### src/rtl/ss_share_sched.sv
// Shares one SS sequence-processing datapath between two requesters that each
// load an N-word frame; frames are served round-robin and results are tagged by requester.
module ss_share_sched #(
    parameter int DW      = 6,
    parameter int RW      = 3,
    parameter int N       = 8,
    parameter int TIMEOUT = 64
) (
    input  logic          clk,
    input  logic          rst,
    input  logic          wr_en0,
    input  logic [DW-1:0] wr_data0,
    output logic          full0,
    input  logic          wr_en1,
    input  logic [DW-1:0] wr_data1,
    output logic          full1,
    output logic          ss_start,
    output logic [DW-1:0] ss_in,
    input  logic          ss_ready,
    input  logic [RW-1:0] ss_out,
    output logic          busy,
    output logic          res_valid,
    output logic          res_id,
    output logic [RW-1:0] res_data,
    output logic          timeout_err
);
    localparam int AW = $clog2(N);
    localparam int CW = AW + 1;
    localparam int TW = $clog2(TIMEOUT) + 1;

    typedef enum logic [2:0] {IDLE, START, SEND, WAIT, DONE} state_t;

    state_t        state_reg;
    logic          grant_reg;
    logic          last_grant_reg;
    logic [CW-1:0] idx_reg;
    logic [TW-1:0] wait_cnt_reg;
    logic          ready_low_reg;
    logic          ss_start_reg;
    logic [DW-1:0] ss_in_reg;
    logic          res_valid_reg;
    logic          res_id_reg;
    logic [RW-1:0] res_data_reg;
    logic          timeout_err_reg;

    logic [1:0]          wr_en_vec;
    logic [1:0][DW-1:0]  wr_data_vec;
    logic [1:0]          full_vec;
    logic [1:0]          clr_vec;
    logic [1:0][DW-1:0]  rd_word;
    logic [AW-1:0]       rd_addr;
    logic [CW-1:0]       idx_inc;
    logic                last_word;
    logic                pick;

    assign wr_en_vec   = {wr_en1, wr_en0};
    assign wr_data_vec = {wr_data1, wr_data0};

    assign idx_inc   = idx_reg + CW'(1);
    assign last_word = (state_reg == SEND) && (idx_reg == CW'(N - 1));
    // In START the first word is fetched; in SEND the word after the one on ss_in.
    assign rd_addr   = (state_reg == SEND) ? idx_inc[AW-1:0] : '0;

    // Ties go to the requester that was not served last.
    assign pick = (&full_vec) ? ~last_grant_reg : full_vec[1];

    genvar gi;
    generate
        for (gi = 0; gi < 2; gi++) begin : g_req
            logic [DW-1:0] mem_reg [N];
            logic [CW-1:0] cnt_reg;
            logic          full_reg;

            assign clr_vec[gi]  = last_word && (grant_reg == 1'(gi));
            assign full_vec[gi] = full_reg;
            assign rd_word[gi]  = mem_reg[rd_addr];

            always_ff @(posedge clk or negedge rst) begin
                if (!rst) begin
                    for (int i = 0; i < N; i++) begin
                        mem_reg[i] <= '0;
                    end
                    cnt_reg  <= '0;
                    full_reg <= 1'b0;
                end else if (clr_vec[gi]) begin
                    cnt_reg  <= '0;
                    full_reg <= 1'b0;
                end else if (wr_en_vec[gi] && !full_reg) begin
                    mem_reg[cnt_reg[AW-1:0]] <= wr_data_vec[gi];
                    cnt_reg                  <= cnt_reg + CW'(1);
                    if (cnt_reg == CW'(N - 1)) begin
                        full_reg <= 1'b1;
                    end
                end
            end
        end
    endgenerate

    always_ff @(posedge clk or negedge rst) begin
        if (!rst) begin
            state_reg       <= IDLE;
            grant_reg       <= 1'b0;
            last_grant_reg  <= 1'b1;
            idx_reg         <= '0;
            wait_cnt_reg    <= '0;
            ready_low_reg   <= 1'b0;
            ss_start_reg    <= 1'b0;
            ss_in_reg       <= '0;
            res_valid_reg   <= 1'b0;
            res_id_reg      <= 1'b0;
            res_data_reg    <= '0;
            timeout_err_reg <= 1'b0;
        end else begin
            ss_start_reg  <= 1'b0;
            res_valid_reg <= 1'b0;
            case (state_reg)
                IDLE: begin
                    if (|full_vec) begin
                        grant_reg      <= pick;
                        last_grant_reg <= pick;
                        ss_start_reg   <= 1'b1;
                        ss_in_reg      <= '0;
                        state_reg      <= START;
                    end
                end
                START: begin
                    ss_in_reg     <= rd_word[grant_reg];
                    idx_reg       <= '0;
                    ready_low_reg <= 1'b0;
                    state_reg     <= SEND;
                end
                SEND: begin
                    if (idx_reg == CW'(N - 1)) begin
                        ss_in_reg    <= '0;
                        wait_cnt_reg <= '0;
                        state_reg    <= WAIT;
                    end else begin
                        ss_in_reg <= rd_word[grant_reg];
                        idx_reg   <= idx_inc;
                    end
                end
                WAIT: begin
                    // A Ready that was already high before the frame is ignored
                    // until SS has been seen low at least once.
                    if (!ss_ready) begin
                        ready_low_reg <= 1'b1;
                    end
                    wait_cnt_reg <= wait_cnt_reg + TW'(1);
                    if (ready_low_reg && ss_ready) begin
                        res_data_reg    <= ss_out;
                        timeout_err_reg <= 1'b0;
                        res_id_reg      <= grant_reg;
                        res_valid_reg   <= 1'b1;
                        state_reg       <= DONE;
                    end else if (wait_cnt_reg == TW'(TIMEOUT - 1)) begin
                        res_data_reg    <= '0;
                        timeout_err_reg <= 1'b1;
                        res_id_reg      <= grant_reg;
                        res_valid_reg   <= 1'b1;
                        state_reg       <= DONE;
                    end
                end
                DONE: begin
                    state_reg <= IDLE;
                end
                default: begin
                    state_reg <= IDLE;
                end
            endcase
        end
    end

    assign full0       = full_vec[0];
    assign full1       = full_vec[1];
    assign ss_start    = ss_start_reg;
    assign ss_in       = ss_in_reg;
    assign busy        = (state_reg != IDLE);
    assign res_valid   = res_valid_reg;
    assign res_id      = res_id_reg;
    assign res_data    = res_data_reg;
    assign timeout_err = timeout_err_reg;

endmodule

### config.mk
export PLATFORM = sky130hd
export DESIGN_NAME = ss_share_sched
export DESIGN_NICKNAME = d
export VERILOG_FILES = /design/src/rtl/ss_share_sched.sv
export SDC_FILE = /design/constraint.sdc
export NUM_CORES = 1
export LEC_CHECK = 0
export ABC_AREA = 0
export CORE_MARGIN = 1
export CORE_UTILIZATION = 60
export CTS_CLUSTER_DIAMETER = 80
export DETAILED_ROUTE_END_ITERATION = 7
export GPL_TIMING_DRIVEN = 0
export PLACE_DENSITY = 0.76
export SYNTH_ARGS = -nofsm -noshare
export SYNTH_HDL_FRONTEND = slang
export SYNTH_SLANG_ARGS = --single-unit
### constraint.sdc
create_clock -name clk -period 3.1 [get_ports clk]
set_clock_uncertainty 0.1 [all_clocks]
set_input_delay 0.465 -clock clk [delete_from_list [all_inputs] [get_ports clk]]
set_output_delay 0.465 -clock clk [all_outputs]
set_load 0.02 [all_outputs]
==> flow_metrics.env, run 1 <==
export IMPL_cp_cell_sequence="clkbuf_1 -> nor3_2 -> inv_1 -> clkdlybuf4s50_1"
export IMPL_antenna_cells=0
export IMPL_worst_skew_pair_late_latency_ns=0.55
export IMPL_finalMaxSlewViolations=0
export IMPL_finalCriticalPeriod_ns=2.755
export IMPL_overflow=0
export IMPL_antenna_found_initial=0
export IMPL_yosys_top_cells_area="dfrtp_1 (52%), mux2_2 (16%), mux2i_1 (3.0%)"
export IMPL_gr_usage_all_layers_pct=28.75
export IMPL_p_total_mw=8.815
export IMPL_final_common_cell="dfrtp_1"
export IMPL_rr_startpoint="idx_reg[0]"
export IMPL_crit_slowest_cell="clkdlybuf4s50_1"
export IMPL_p_leak_nw=3.266
export IMPL_fin_setup_tns_ns=0
export IMPL_timing_fmax_ghz=0.3630
export IMPL_final_cell_mix="dfrtp_1 (135), mux2_2 (89), nor2_1 (37)"
export IMPL_synth_area_um2=6441
export IMPL_ctsHtreeMaxLevel=4
export IMPL_wire_per_inst_um=19.67
export IMPL_crit_path_max_incr_delay_ns=0.60
export IMPL_synth_edff_count=0
export IMPL_cp_max_fo=10
export IMPL_floorplan_core_area_um2=10370
export IMPL_r2r_setup_slack_ns=0.39
export IMPL_cap_viol_max_count=0
export IMPL_drcViolationCount=0
export IMPL_grt_pass1_vias=4748
export IMPL_grt_pass1_wl_um=24030
export IMPL_required_ns=2.53
export IMPL_setup_viol=0
export IMPL_fp_dieArea_um2=11150
export IMPL_rsz0062_at_grt="no"
export IMPL_initial_utilization_pct=62.11
export IMPL_post_cts_setup_buffers=0
export IMPL_die_h_um=105.6
export IMPL_routed_via_density=6.162
export IMPL_timing_rr_end="ss_in[1]"
export IMPL_end_kind="output pin"
export IMPL_hold_class="input port to async pin"
export IMPL_dr_pass1_iters=5
export IMPL_ys_flop_type="dfrtp_1"
export IMPL_cp_top_family="buffers and inverters"
export IMPL_setup_slack_ns=0.3452
export IMPL_crit_type="register to output pin"
export IMPL_num_rows=37
export IMPL_synth_async_sr_flop_share_pct=100.0
export IMPL_synthCells=543
export IMPL_crit_path_start_kind="register"
export IMPL_yosysUniqueCellTypes=60
export IMPL_path_clk_slew_ns=0.06
export IMPL_largest_reg_flops=96
export IMPL_num_vias=4609
export IMPL_p_per_area_nw_per_um2=1158
export IMPL_ant_nets=0
export IMPL_outcome="completed"
export IMPL_arrival_ns=2.19
export IMPL_yosys_area_top_type="dfrtp_1"
export IMPL_ff2ff_path_depth=6
export IMPL_gp_congestion=0.8431
export IMPL_max_vdd_ir_drop_uv=706.8
export IMPL_cts_max_path_buffers=2
export IMPL_worst_pin_slew_ns=0.9043
export IMPL_die_width_um=105.6
export IMPL_yosysSeqAreaShare_pct=52.86
export IMPL_slew_headroom_pct=39.59
export IMPL_worst_path_buf_inv=3
export IMPL_grt_max_degree=71
export IMPL_routed_wl_um=14710
export IMPL_avgSynthCellArea_um2=11.86
export IMPL_synth_nets=567
export IMPL_final_layout_size_suffix_gt1_share_pct=24.84
export IMPL_place_ws_ns=0.3857
export IMPL_cts_made_buffers=17
export IMPL_fin_crit_sh_pct=88.86
export IMPL_fin_nets=623
export IMPL_n_fill_cell=743
export IMPL_ioPinCount=36
export IMPL_synth_top_area_share_pct=52.45
export IMPL_yosys_warnings=0
export IMPL_synthToLayoutAreaGrowth_pct=18.18
export IMPL_drt_iter0_markers=359
export IMPL_cts_num_sinks=136
export IMPL_io_buffers=35
export IMPL_place_hpwl_um=9764
export IMPL_ys_seq_elements=136
export IMPL_cts_root_buf="clkbuf_8"
export IMPL_crit_start="state_reg[2]"
export IMPL_cts_tree="done"
export IMPL_final_hold_viol_count=0
## report_power, final
part           switching, mW  internal [mW]  total, mW
Clock                  0.760           1.29       2.05
Sequential             0.531           2.63       3.16
Combinational           1.95           1.65       3.60
Total                   3.24           5.58       8.82
## kinds of logic after synthesis
group | share of synthesized area, %
flops | 52.86
mux | 20.44
buf+inv | 2.642
simple gates | 13.33
compound gates | 8.877
xor+xnor | 1.088
fa+ha+maj | 0.7770
## metrics by stage
stage | std cells | util (%) | hold WS (ns) | cell area (um2)
2_1_floorplan | 543 | - | 0.06941 | 6441
3_3_place_gp | 714 | 67.13 | 0.3679 | 6962
3_5_place_dp | 715 | 67.41 | 0.3753 | 6990
4_1_cts | 748 | 73.36 | 0.3856 | 7607
5_1_grt | 748 | 73.41 | 0.4007 | 7612
6_report | 748 | 73.41 | 0.3854 | 7612
## synth_stat cells, drive strengths merged, types with 3 or more instances
cell type and number:
dfrtp 135, mux2 98, nor2 39, nand2 33, nor3 24, mux2i 19
clkbuf 16, o21ai 15, inv 14, nand3 12, a21oi 11, a221oi 11
nor4 11, o22ai 11, a211oi 10, buf 10, nor2b 8, nor3b 6
nand3b 5, xnor2 5, a31oi 4, ha 4, nand2b 4, a22o 3
xor2 3
## worst reg2reg max path, delay by kind of cell, from the launching register on
kind                     cells  cell delay, ns
AND/OR/NAND/NOR              3            0.98
AO/OA/AOI/OAI                2            0.69
adder cells (fa/ha/maj)      1            0.27
flip-flops                   1            0.50
## worst max-delay path by stage
stage / endpoint / slack, ns / cells past startpoint
final: busy / 0.35 / 4
after global routing: busy / 0.20 / 4
after CTS: busy / 0.15 / 4
after detailed placement: g_req[1].mem_reg[7] / 0.39 / 5
after global placement: g_req[0].mem_reg[2] / -3.59 / 1
after floorplan: g_req[1].mem_reg[30] / 0.79 / 6
## routing by layer
| layer | vias up | part of all wire [%] | track usage [%] |
|---|---|---|---|
| met3 | 23 | 6.1 | 8.163 |
| met1 | 2329 | 43 | 38.08 |
| li1 | 2103 | - | - |
| met2 | 154 | 49 | 45.96 |
| met4 | 0 | 1.3 | 9.425 |
| met5 | - | 0 | 0 |
## timing repair
item	4_1_cts	5_1_grt
hold buffers	1	0
endpoints found under the hold margin	66	0
gates resized for setup	0	1
endpoints found under the setup margin	0	1
## area by class of cell
type	count	area (um2)	area share, %
buffer	26	117.6	1.545
clock buffer	22	462.9	6.082
clock inverter	10	143.9	1.890
inverter	14	52.55	0.6903
multi-input combinational	367	2872	37.72
sequential	136	3405	44.72
tap	136	170.2	2.235
timing repair buffer	37	389.1	5.112
No activity file was read; power rests on OpenSTA's default activity.
==> run 2, diff against run 1 <==
--- a/config.mk
+++ b/config.mk
@@ -7,11 +7,11 @@
 export LEC_CHECK = 0
 export ABC_AREA = 0
 export CORE_MARGIN = 1
-export CORE_UTILIZATION = 60
+export CORE_UTILIZATION = 25
 export CTS_CLUSTER_DIAMETER = 80
 export DETAILED_ROUTE_END_ITERATION = 7
 export GPL_TIMING_DRIVEN = 0
-export PLACE_DENSITY = 0.76
+export PLACE_DENSITY = 0.36
 export SYNTH_ARGS = -nofsm -noshare
 export SYNTH_HDL_FRONTEND = slang
 export SYNTH_SLANG_ARGS = --single-unit
==> run 2 against run 1 <==
Compared with the run above: cell count grew 26%; maximum frequency fell by 2.5%; routed wire length is 16% higher; power shrank 1.9%; setup slack got worse by 0.070 ns; worst hold slack improved by 0.0052 ns; final area increased by 2.3%; sequential power about the same; critical path type unchanged; largest cell class unchanged; highest routed layer unchanged.
==> flow_metrics.env, run 2 (synthesis gave the netlist of run 1 again) <==
export IMPL_cp_endpoint="busy"
export IMPL_timing_fmax_ghz=0.3541
export IMPL_end_kind="output pin"
export IMPL_crit_type="register to output pin"
export IMPL_io_buffers=35
export IMPL_die_h_um=162.5
export IMPL_gr_usage_all_layers_pct=13.90
export IMPL_floorplan_core_area_um2=25250
export IMPL_grt_max_degree=72
export IMPL_routed_wl_um=17050
export IMPL_ff2ff_path_depth=6
export IMPL_dr_pass1_iters=4
export IMPL_finalMaxSlewViolations=0
export IMPL_num_vias=4443
export IMPL_finalCriticalPeriod_ns=2.824
export IMPL_final_area_um2=7786
export IMPL_outcome="completed"
export IMPL_antenna_found_initial=0
export IMPL_initial_utilization_pct=25.51
export IMPL_arrival_ns=2.26
export IMPL_grt_pass1_wl_um=27210
export IMPL_cp_depth=4
export IMPL_path_clk_slew_ns=0.07
export IMPL_slew_headroom_pct=34.82
export IMPL_ctsHtreeMaxLevel=4
export IMPL_final_common_cell="dfrtp_1"
export IMPL_cap_viol_max_count=0
export IMPL_cts_resized=0
export IMPL_setup_viol=0
export IMPL_overflow=0
export IMPL_placed_cell_area_um2=7233
export IMPL_crit_path_start_kind="register"
export IMPL_cts_root_buf="clkbuf_16"
export IMPL_rsz0062_at_grt="no"
export IMPL_p_per_area_nw_per_um2=1111
export IMPL_cp_top_family="buffers and inverters"
export IMPL_final_layout_size_suffix_gt1_share_pct=24.84
export IMPL_gp_congestion=0.7299
export IMPL_crit_start="state_reg[2]"
export IMPL_place_ws_ns=0.2386
export IMPL_max_vdd_ir_drop_uv=399.3
export IMPL_crit_slowest_cell="clkdlybuf4s50_1"
export IMPL_worst_path_buf_inv=3
export IMPL_final_hold_viol_count=0
export IMPL_p_total_mw=8.647
export IMPL_cts_tree="done"
export IMPL_crit_path_max_incr_delay_ns=0.56
export IMPL_antenna_cells=0
export IMPL_fp_dieArea_um2=26410
export IMPL_fin_crit_sh_pct=91.11
export IMPL_routed_via_density=4.717
export IMPL_die_width_um=162.5
export IMPL_ioPinCount=36
export IMPL_worst_skew_pair_late_latency_ns=0.42
export IMPL_cp_cell_sequence="clkbuf_1 -> nor3_1 -> inv_1 -> clkdlybuf4s50_1"
export IMPL_largest_reg_flops=96
export IMPL_p_leak_nw=3.238
export IMPL_grt_pass1_vias=4672
export IMPL_cts_num_sinks=136
export IMPL_rr_startpoint="idx_reg[0]"
export IMPL_num_rows=58
export IMPL_cp_max_fo=10
export IMPL_fin_nets=623
export IMPL_r2r_setup_slack_ns=0.31
export IMPL_wire_per_inst_um=18.10
export IMPL_drt_iter0_markers=207
export IMPL_worst_pin_slew_ns=0.9756
export IMPL_final_cell_mix="dfrtp_1 (135), mux2_2 (89), nor2_1 (37)"
export IMPL_cts_max_path_buffers=2
export IMPL_required_ns=2.53
export IMPL_synthToLayoutAreaGrowth_pct=20.88
export IMPL_ant_nets=0
export IMPL_timing_rr_end="ss_in[3]"
export IMPL_setup_slack_ns=0.2756
export IMPL_hold_class="register to register"
export IMPL_fin_hold_ws_ns=0.3907
export IMPL_place_hpwl_um=12000
export IMPL_drcViolationCount=0
export IMPL_cts_made_buffers=17
-- run 2: area by class of cell --
type / count / area, um2
Tap cell: 330 / 412.9
Clock inverter: 14 / 113.9
Sequential cell: 136 / 3405
Timing Repair Buffer: 37 / 389.1
Inverter: 14 / 52.55
Fill cell: 2603 / 17470
Buffer: 26 / 117.6
Multi-Input combinational cell: 367 / 2867
Clock buffer: 18 / 429.2
-- run 2: through the flow --
| step | setup TNS (ns) | util, % | std cells |
|---|---|---|---|
| after global placement | -589.86 | 28.53 | 908 |
| after CTS | 0 | 30.83 | 942 |
| final | 0 | 30.83 | 942 |
| after global routing | 0 | 30.83 | 942 |
| after detailed placement | 0 | 28.64 | 909 |
| after floorplan | 0 | - | 543 |
-- run 2: worst min path at each step --
stage | depth (start not counted) | from | to | slack [ns]
after floorplan | 0 | rst | full0 | 0.07
after global placement | 1 | g_req[1].mem_reg[3] | g_req[1].mem_reg[3] | 0.37
after detailed placement | 1 | g_req[1].mem_reg[4] | g_req[1].mem_reg[4] | 0.38
after CTS | 1 | g_req[1].mem_reg[4] | g_req[1].mem_reg[4] | 0.40
after global routing | 1 | g_req[1].mem_reg[5] | g_req[1].mem_reg[5] | 0.41
final | 1 | g_req[1].mem_reg[4] | g_req[1].mem_reg[4] | 0.39
-- run 2: power breakdown --
part / internal (mW) / total [mW] / switching, mW
Clock: 1.04 / 1.88 / 0.843
Sequential: 2.63 / 3.13 / 0.505
Combinational: 1.65 / 3.63 / 1.98
Total: 5.32 / 8.65 / 3.33
-- run 2: per-layer routing --
layer,vias up,part of all wire (%),global-route usage (%)
li1,2106,-,-
met1,2246,49,18.81
met2,74,46,21.62
met3,17,3.0,2.801
met4,0,1.5,5.617
met5,-,0,0
-- run 2: worst reg2reg max path, cell delays in order, from the launching register on --
cell and delay (ns):
dfrtp_1 0.50, ha_1 0.42, clkbuf_1 0.45, clkbuf_1 0.56, a211oi_1 0.17, a211oi_1 0.33, o22ai_1 0.12
-- run 2: timing repair --
action,in CTS,in global routing
endpoints found under the hold margin,47,0
hold buffers,1,0
setup buffers,0,0
==> run 3, diff against run 2 <==
--- a/config.mk
+++ b/config.mk
@@ -6,9 +6,8 @@
 export NUM_CORES = 1
 export LEC_CHECK = 0
 export ABC_AREA = 0
-export CORE_MARGIN = 1
 export CORE_UTILIZATION = 25
-export CTS_CLUSTER_DIAMETER = 80
+export CTS_CLUSTER_DIAMETER = 150
 export DETAILED_ROUTE_END_ITERATION = 7
 export GPL_TIMING_DRIVEN = 0
 export PLACE_DENSITY = 0.36
==> results of run 3 <==
Same layout as run 2: the final DEF is identical, and so are final timing and power.
